`src/rtl/s641_sig_misr.sv`:
```
// s641_sig_misr: 24-bit MISR response compactor for s641; define S641_MISR_CMP_EN for on-chip golden compare (golden/pass ports)
module s641_sig_misr #(
  parameter int WIDTH = 24,
  parameter int CNT_W = 16,
  parameter logic [WIDTH-1:0] POLY = 24'hC20001
) (
  input  logic             CK,
  input  logic             RST,
  input  logic             start,
  input  logic [CNT_W-1:0] num_cycles,
  input  logic [WIDTH-1:0] seed,
  input  logic [WIDTH-1:0] resp,
`ifdef S641_MISR_CMP_EN
  input  logic [WIDTH-1:0] golden,
`endif
  output logic             busy,
  output logic             done,
  output logic [WIDTH-1:0] signature,
  output logic [CNT_W-1:0] cycles_left
`ifdef S641_MISR_CMP_EN
  ,
  output logic             pass
`endif
);
  localparam logic [1:0] IDLE = 2'd0;
  localparam logic [1:0] RUN  = 2'd1;
  localparam logic [1:0] DONE = 2'd2;
  logic [1:0] state;
  logic [WIDTH-1:0] sig, sig_next;
  logic [CNT_W-1:0] cnt;
  logic accept, last;
  assign accept = start && (state != RUN);
  assign last = (state == RUN) && (cnt == CNT_W'(1));
  assign sig_next = {sig[WIDTH-2:0], 1'b0} ^ (sig[WIDTH-1] ? POLY : '0) ^ resp;
  assign busy = (state == RUN);
  assign done = (state == DONE);
  assign signature = sig;
  assign cycles_left = cnt;
  // run framing: load seed/count on accepted start, fold one response per RUN cycle
  always_ff @(posedge CK or posedge RST)
    if (RST) begin
      state <= IDLE;
      sig <= '0;
      cnt <= '0;
    end else if (accept) begin
      sig <= seed;
      cnt <= num_cycles;
      state <= (num_cycles != '0) ? RUN : DONE;
    end else if (state == RUN) begin
      sig <= sig_next;
      cnt <= cnt - CNT_W'(1);
      state <= last ? DONE : RUN;
    end
`ifdef S641_MISR_CMP_EN
  // verdict against golden captured on the edge that enters DONE; zero-length runs compare the seed
  always_ff @(posedge CK or posedge RST)
    if (RST) pass <= 1'b0;
    else if (accept) pass <= (num_cycles == '0) && (seed == golden);
    else if (last) pass <= (sig_next == golden);
`endif
endmodule

```
`config.mk`:
```
export PLATFORM = sky130hd
export DESIGN_NAME = s641_sig_misr
export DESIGN_NICKNAME = d
export VERILOG_FILES = /design/src/rtl/s641_sig_misr.sv
export SDC_FILE = /design/constraint.sdc
export NUM_CORES = 1
export LEC_CHECK = 0
export CAP_MARGIN = 20
export CELL_PAD_IN_SITES_DETAIL_PLACEMENT = 0
export CELL_PAD_IN_SITES_GLOBAL_PLACEMENT = 2
export CORE_ASPECT_RATIO = 2
export CORE_UTILIZATION = 23
export CTS_CLUSTER_DIAMETER = 40
export DETAILED_ROUTE_END_ITERATION = 6
export PLACE_DENSITY = 0.81
export SYNTH_ARGS = -nofsm -noshare
export SYNTH_HDL_FRONTEND = slang
export SYNTH_SLANG_ARGS = --single-unit
```
`constraint.sdc`:
```
create_clock -name CK -period 2.3 [get_ports CK]
set_clock_uncertainty 0.05 [all_clocks]
set_input_delay 0.575 -clock CK [delete_from_list [all_inputs] [get_ports CK]]
set_output_delay 0.575 -clock CK [all_outputs]
set_load 0.05 [all_outputs]
```
==> results of run 1 <==
[metrics by stage]
| step | hold slack (ns) | setup WS, ns |
|---|---|---|
| 2_1_floorplan | 0.4054 | 0.09460 |
| 3_3_place_gp | 0.4309 | 0.2755 |
| 3_5_place_dp | 0.4356 | 0.2543 |
| 4_1_cts | 0.4498 | 0.03798 |
| 5_1_grt | 0.4716 | 0.01501 |
| 6_report | 0.4498 | 0.05628 |
[routing by layer]
layer	GRT usage (%)	share of wire [%]
met5	0	0
met4	8.774	3.9
met3	3.037	5.0
met2	29.32	55
met1	16.72	36
[cells in the mapped netlist (all sizes together), types with 2 or more instances]
| cell | instances | area [sq um] |
|---|---|---|
| or3 | 4 | 25.02 |
| nand4 | 3 | 18.77 |
| xor2 | 22 | 192.7 |
| dfrtp | 42 | 1051 |
| a2bb2oi | 2 | 17.52 |
| inv | 7 | 26.28 |
| or4 | 2 | 18.77 |
| ha | 2 | 25.02 |
| xnor2 | 4 | 35.03 |
| nand3 | 7 | 35.03 |
| o211ai | 3 | 22.52 |
| o31ai | 2 | 15.01 |
| nand2 | 36 | 135.1 |
| mux2i | 23 | 230.2 |
| a211oi | 2 | 15.01 |
| o21ai | 31 | 155.2 |
| nor3 | 5 | 25.02 |
| o311ai | 2 | 17.52 |
| o22ai | 2 | 12.51 |
| clkbuf | 7 | 26.28 |
| buf | 5 | 21.27 |
| and3 | 3 | 18.77 |
| a21oi | 7 | 35.03 |
| nor4 | 5 | 31.28 |
| nor2 | 15 | 56.30 |
[state kept, by name (all words and copies together), names as in the netlist]
name / count
state: 2
signature: 24
cycles_left: 16
[kinds of logic after synthesis]
logic type,after synthesis,share of synthesized area [%]
DFF,42,43.77
buffers and inverters,19,3.075
xor gates and xnor gates,26,9.484
adders and majority gates,2,1.042
muxes,23,9.588
and+or+nand+nor,86,17.20
AOI/OAI and AO/OA,61,15.84
[power by group]
part / leakage, nW / internal, W / switching, W
sequential: 0.486 / 0.00107 / 0.000382
combinational: 1.08 / 0.00103 / 0.00174
clock: 0.0729 / 0.000430 / 0.000294
total: 1.64 / 0.00253 / 0.00241
[area by class of cell]
type | instances | area [sq um] | share of cell area, %
sequential | 42 | 1051 | 27.57
multi-input combinational | 198 | 1276 | 33.48
clock buffer | 6 | 138.9 | 3.643
tap | 135 | 168.9 | 4.431
timing repair buffer | 117 | 1139 | 29.87
clock inverter | 2 | 12.51 | 0.3282
inverter | 7 | 26.28 | 0.6892
[repair_timing]
| item | 4_1_cts | 5_1_grt |
|---|---|---|
| buffers inserted | 0 | 0 |
| endpoints found under the setup margin | 0 | 1 |
| gates resized for setup | 0 | 1 |
[worst max path at each step]
stage                                      startpoint                          end  slack, ns  cells past startpoint
after floorplan                  state[1]$_DFFE_PP0P_                         busy       0.09                      4
after global placement                  num_cycles[0]         state[0]$_DFFE_PP0P_       0.28                      5
after detailed placement   cycles_left[1]$_DFFE_PP0P_  cycles_left[12]$_DFFE_PP0P_       0.25                      7
after CTS                  cycles_left[2]$_DFFE_PP0P_               cycles_left[2]       0.04                      1
after global routing      cycles_left[14]$_DFFE_PP0P_              cycles_left[14]       0.02                      1
final                     cycles_left[14]$_DFFE_PP0P_              cycles_left[14]       0.06                      1
==> summary.txt, run 1 <==
Run status
  – Status: finished, final reports clean

Min path
  – Hold_sp: state[1]$_DFFE_PP0P_
  – Cells on Worst Hold Path: 1
  – HP Class: flip-flop to flip-flop
  – Hold EP: state[1]$_DFFE_PP0P_

Synthesis
  – Post-synth cell types: 43
  – Sequential area share after synthesis: roughly 44%
  – Synthesized instance count: roughly 260
  – #FFs+latches synth: 42
  – Main flop type after synthesis: dfrtp_1
  – Async set or reset register ratio after synthesis: 100.0%
  – Avg Inst Size Synth: 9.270 sq um
  – Post-Synthesis Cell Area: 0.002401 sq mm
  – Synthesized Nets: between 300 and 400
  – EDFF count, synth: 0
  – Synth Warn #: 0

Die
  – Boundary pin count: between 100 and 150
  – Row count: 52
  – Height of the die: between 100 and 150 microns
  – Die area: 0.01088 sq mm
  – Die X: 74.25 microns
  – Core ar.: 0.01015 sq mm
  – Initial Util: 23.66%

Placement
  – Dpl cell area: 0.003659 sq mm
  – Gpl congestion: 0.8572
  – Hpwl dp: about 6.4 mm
  – DP Cell Count: 499
  – PortBufs: 108

Critical path
  – Critical path startpoint category: flip-flop
  – Critical-path cell list: clkdlybuf4s50_1
  – R2R cell count: 7
  – Crit Path Class: flip-flop to output pin
  – Crit-path slowest cell: clkdlybuf4s50_1
  – Worst path top cell family by delay: buffers and inverters
  – RR Startpoint: cycles_left[1]$_DFFE_PP0P_
  – CP peak stage delay: ~0.86 ns
  – Required time of the critical path: 1.67 ns
  – Max FO, Critical Path: 7
  – Worst r2r dst: cycles_left[12]$_DFFE_PP0P_
  – WP buf/inv: 1
  – WP data arrival: around 1.6 ns
  – Internal reg-to-reg setup slack: approximately 0.22 ns
  – Crit end category: output pin

Detailed routing
  – Routed wire per std cell: 16.48 microns
  – Vias after detailed routing: 2,365
  – DRT antenna net count: 0
  – DR DRC count: 0
  – DR iter-0 viols: 64
  – Final WL: 8.353 mm
  – Vias per std cell: 4.665
  – Drt pass-1 iters: 4

Final layout
  – NumNets Final: 440
  – ANT cells: 0
  – Final core occ: a little under two fifths
  – Final instance area: 0.003812 sq mm
  – Most frequent cells in the layout: clkdlybuf4s50_1 (98), dfrtp_1 (42), nand2_1 (36)
  – Area Overhead vs Synth: 58.78%
  – Commonest non-fill, non-tap cell in the layout: clkdlybuf4s50_1
  – Share of layout cells above drive strength 1: 8.065%
  – Fillers: 1,078
  – Post-Layout Cell Count: about 510

STA
  – Final slew viol count: 0
  – Setup TNS: 0 ns
  – Slew @ Worst Pin: 0.6614 ns
  – Fmax achieved: ~0.45 GHz
  – Final min period: approximately 2.2 ns
  – # setup viols final: 0
  – RSZ-0062 raised after global routing: no
  – Final hold violations: 0
  – Fin crit share: 97.55%
  – Slew HR: 55.75%

Pwr
  – Lkg Pwr: 1.641 nW
  – Max VDD drop: 0.8590 mV
  – Power density cells: 1297 mW/mm^2
  – Power, Total: slightly below 0.005 W

Clocking
  – Num CTS Buffers: 5
  – Post-CTS Hold Buffers: 0
  – Clock Path Buffers: 2
  – Clock transition at path regs: 0.06 ns
  – # clock sinks: 42
  – Root buffer cell: clkbuf_16
  – Clock Latency Late Sink: 0.29 ns
  – CTS tree: yes
  – CTS HTree Levels: 2

Global route
  – Largest net degree at the start of global routing: 31
  – Initial antenna violation count: 0
  – Global Route Usage Sum: 16.19%
  – First-pass GRT wire length: about 13 mm
  – Grt total ovfl: 0
  – Vias in the first global route: 2,421

Flow run
  – Max_cap viols: 0
Note: power is estimated with default switching activity, not from simulation.
==> run 2: changes to the inputs <==
--- a/config.mk
+++ b/config.mk
@@ -9,6 +9,7 @@
 export CELL_PAD_IN_SITES_DETAIL_PLACEMENT = 0
 export CELL_PAD_IN_SITES_GLOBAL_PLACEMENT = 2
 export CORE_ASPECT_RATIO = 2
+export CORE_MARGIN = 5
 export CORE_UTILIZATION = 23
 export CTS_CLUSTER_DIAMETER = 40
 export DETAILED_ROUTE_END_ITERATION = 6
==> constraint.sdc (replaced) <==
create_clock -name CK -period 2.3 [get_ports CK]
set_clock_uncertainty 0.05 [all_clocks]
set_input_delay 0.46 -clock CK [delete_from_list [all_inputs] [get_ports CK]]
set_output_delay 0.46 -clock CK [all_outputs]
set_load 0.05 [all_outputs]
==> summary.txt, run 2 (synthesis gave the netlist of run 1 again) <==
Clocking
  – Root buffer cell: clkbuf_16 (unchanged)
  – Num CTS Buffers: 5 (unchanged)
  – CTS HTree Levels: 2 (unchanged)
  – # resized after CTS: 0 (unchanged)
  – Clock Latency Late Sink: 0.28 ns (was 0.29 ns)
  – Post-CTS Hold Buffers: 0 (unchanged)
  – CTS tree: yes (unchanged)
  – # Post-CTS Setup Buffers: 0 (unchanged)
  – Clock Path Buffers: 2 (unchanged)
  – # clock sinks: 42 (unchanged)
  – Clock transition at path regs: 0.06 ns (about the same)

Run status
  – Status: finished, final reports clean (unchanged)

Flow run
  – Max_cap viols: 0 (unchanged)

Placement
  – Dpl cell area: 0.003674 sq mm (was 0.003659 sq mm)
  – Gpl congestion: 0.8280 (was 0.8572)
  – Pre-CTS WS: 0.3438 ns (was 0.2543 ns)
  – Hpwl dp: 6.819 mm (was 6.442 mm)
  – PortBufs: 108 (unchanged)

STA
  – Setup TNS: 0 ns (unchanged)
  – # setup viols final: 0 (unchanged)
  – Hold_ws: 0.4511 ns (was 0.4498 ns)
  – Final min period: 2.162 ns (was 2.244 ns)
  – Fin crit share: 94.01% (was 97.55%)
  – Final slew viol count: 0 (unchanged)
  – Slew @ Worst Pin: 0.5433 ns (was 0.6614 ns)
  – Final setup margin: 0.1378 ns (was 0.05628 ns)
  – Slew HR: 63.67% (was 55.75%)
  – Final hold violations: 0 (unchanged)
  – RSZ-0062 raised after global routing: no (unchanged)
  – Fmax achieved: 0.4625 GHz (was 0.4457 GHz)

Global route
  – Vias in the first global route: 2,499 (was 2,421)
  – Global Route Usage Sum: 14.35% (was 16.19%)
  – Initial antenna violation count: 0 (unchanged)
  – Largest net degree at the start of global routing: 33 (was 31)
  – Grt total ovfl: 0 (unchanged)
  – First-pass GRT wire length: 13.52 mm (was 12.95 mm)

Pwr
  – Combinational share of power: 56.1% (about the same)
  – Power, Total: 0.004963 W (was 0.004943 W)
  – Switching Share: 48.80% (about the same)
  – Clock network fraction of total power: 14.6% (about the same)
  – Sw Pwr: 0.002422 W (was 0.002412 W)
  – Sequential share of power: 29.3% (about the same)
  – Internal power: 0.002541 W (was 0.002531 W)
  – Power density cells: 1299 mW/mm^2 (was 1297 mW/mm^2)
  – Max VDD drop: 1.074 mV (was 0.8590 mV)
  – Lkg Pwr: 1.627 nW (was 1.641 nW)

Critical path
  – Max FO, Critical Path: 8 (was 7)
  – Crit Path Class: flip-flop to output pin (unchanged)
  – Critical-path cell list: clkdlybuf4s50_1 (unchanged)
  – CP peak stage delay: 0.88 ns (was 0.86 ns)
  – Worst path top cell family by delay: buffers and inverters (unchanged)
  – Crit-path slowest cell: clkdlybuf4s50_1 (unchanged)
  – WP buf/inv: 1 (unchanged)
  – Critical path startpoint category: flip-flop (unchanged)
  – CP Launch Point: cycles_left[2]$_DFFE_PP0P_ (was cycles_left[14]$_DFFE_PP0P_)
  – Crit end category: output pin (unchanged)
  – RR Startpoint: cycles_left[1]$_DFFE_PP0P_ (unchanged)
  – Required time of the critical path: 1.79 ns (was 1.67 ns)
  – WP data arrival: 1.65 ns (was 1.62 ns)

Die
  – Die X: 82.25 microns (was 74.25 microns)
  – Height of the die: 154.5 microns (was 146.5 microns)
  – Die area: 0.01271 sq mm (was 0.01088 sq mm)
  – Core ar.: 0.01015 sq mm (unchanged)
  – Boundary pin count: 109 (unchanged)
  – Initial Util: 23.66% (unchanged)
  – Row count: 52 (unchanged)

Min path
  – Hold_sp: state[1]$_DFFE_PP0P_ (unchanged)
  – HP Class: flip-flop to flip-flop (unchanged)

Final layout
  – Area Overhead vs Synth: 59.15% (was 58.78%)
  – Most frequent cells in the layout: clkdlybuf4s50_1 (105), dfrtp_1 (42), nand2_1 (36) (was clkdlybuf4s50_1 (98), dfrtp_1 (42), nand2_1 (36))
  – Commonest non-fill, non-tap cell in the layout: clkdlybuf4s50_1 (unchanged)
  – ANT cells: 0 (unchanged)
  – Max reg flops: 24 (unchanged)
  – Share of layout cells above drive strength 1: 6.183% (was 8.065%)
  – Final instance area: 0.003821 sq mm (was 0.003812 sq mm)
  – NumNets Final: 440 (unchanged)
  – Fillers: 1,078 (unchanged)

Detailed routing
  – Final WL: 8.786 mm (was 8.353 mm)
  – DRT antenna net count: 0 (unchanged)
  – Vias after detailed routing: 2,396 (was 2,365)
  – Routed wire per std cell: 17.33 microns (was 16.48 microns)
  – Vias per std cell: 4.726 (was 4.665)
  – Drt pass-1 iters: 4 (unchanged)
  – DR iter-0 viols: 57 (was 64)
  – DR DRC count: 0 (unchanged)
==> run 2: metrics by stage <==
stage,util (%),cells
final,37.65,507
after global routing,37.65,507
after CTS,37.65,507
after detailed placement,36.19,499
after global placement,36.19,499
after floorplan,-,259
==> run 2: final cells by class <==
cell class | count | area [sq um] | area share, %
repair buffers | 117 | 1151 | 30.12
well taps | 135 | 168.9 | 4.420
clock buffers | 7 | 142.6 | 3.733
multi-input cells | 198 | 1276 | 33.40
flip-flops and latches | 42 | 1051 | 27.50
clock inverters | 1 | 5.005 | 0.1310
inverters | 7 | 26.28 | 0.6876
==> run 2: per-layer routing <==
layer,vias up,track usage (%),share of wire (%)
li1,1145,-,-
met1,1144,14.69,35
met2,94,26.88,57
met3,13,2.328,5.6
met4,0,6.656,2.9
met5,-,0,0
==> run 2: worst paths after layout <==
check	cells past startpoint	to	slack, ns
max in group asynchronous	3	signature[3]$_DFFE_PP0P_	1.22
setup / recovery	1	cycles_left[2]	0.14
setup reg to reg	7	cycles_left[6]$_DFFE_PP0P_	0.33
hold / removal	1	state[1]$_DFFE_PP0P_	0.45
hold reg to reg	1	state[1]$_DFFE_PP0P_	0.45
min in group asynchronous	2	signature[11]$_DFFE_PP0P_	0.47
==> run 2: power groups by stage <==
stage          Sequential, W  Clock [W]  Combinational (W)
2_1_floorplan        0.00251          0           0.000700
3_3_place_gp         0.00146          0            0.00280
3_5_place_dp         0.00146          0            0.00281
4_1_cts              0.00146   0.000757            0.00282
5_1_grt              0.00152   0.000781            0.00295
6_report             0.00145   0.000722            0.00279
==> run 3: changes to the inputs <==
--- a/config.mk
+++ b/config.mk
@@ -11,7 +11,6 @@
 export CORE_ASPECT_RATIO = 2
 export CORE_MARGIN = 5
 export CORE_UTILIZATION = 23
-export CTS_CLUSTER_DIAMETER = 40
 export DETAILED_ROUTE_END_ITERATION = 6
 export PLACE_DENSITY = 0.81
 export SYNTH_ARGS = -nofsm -noshare
==> results of run 3 <==
Final layout, timing and power as in run 2 (identical DEF).
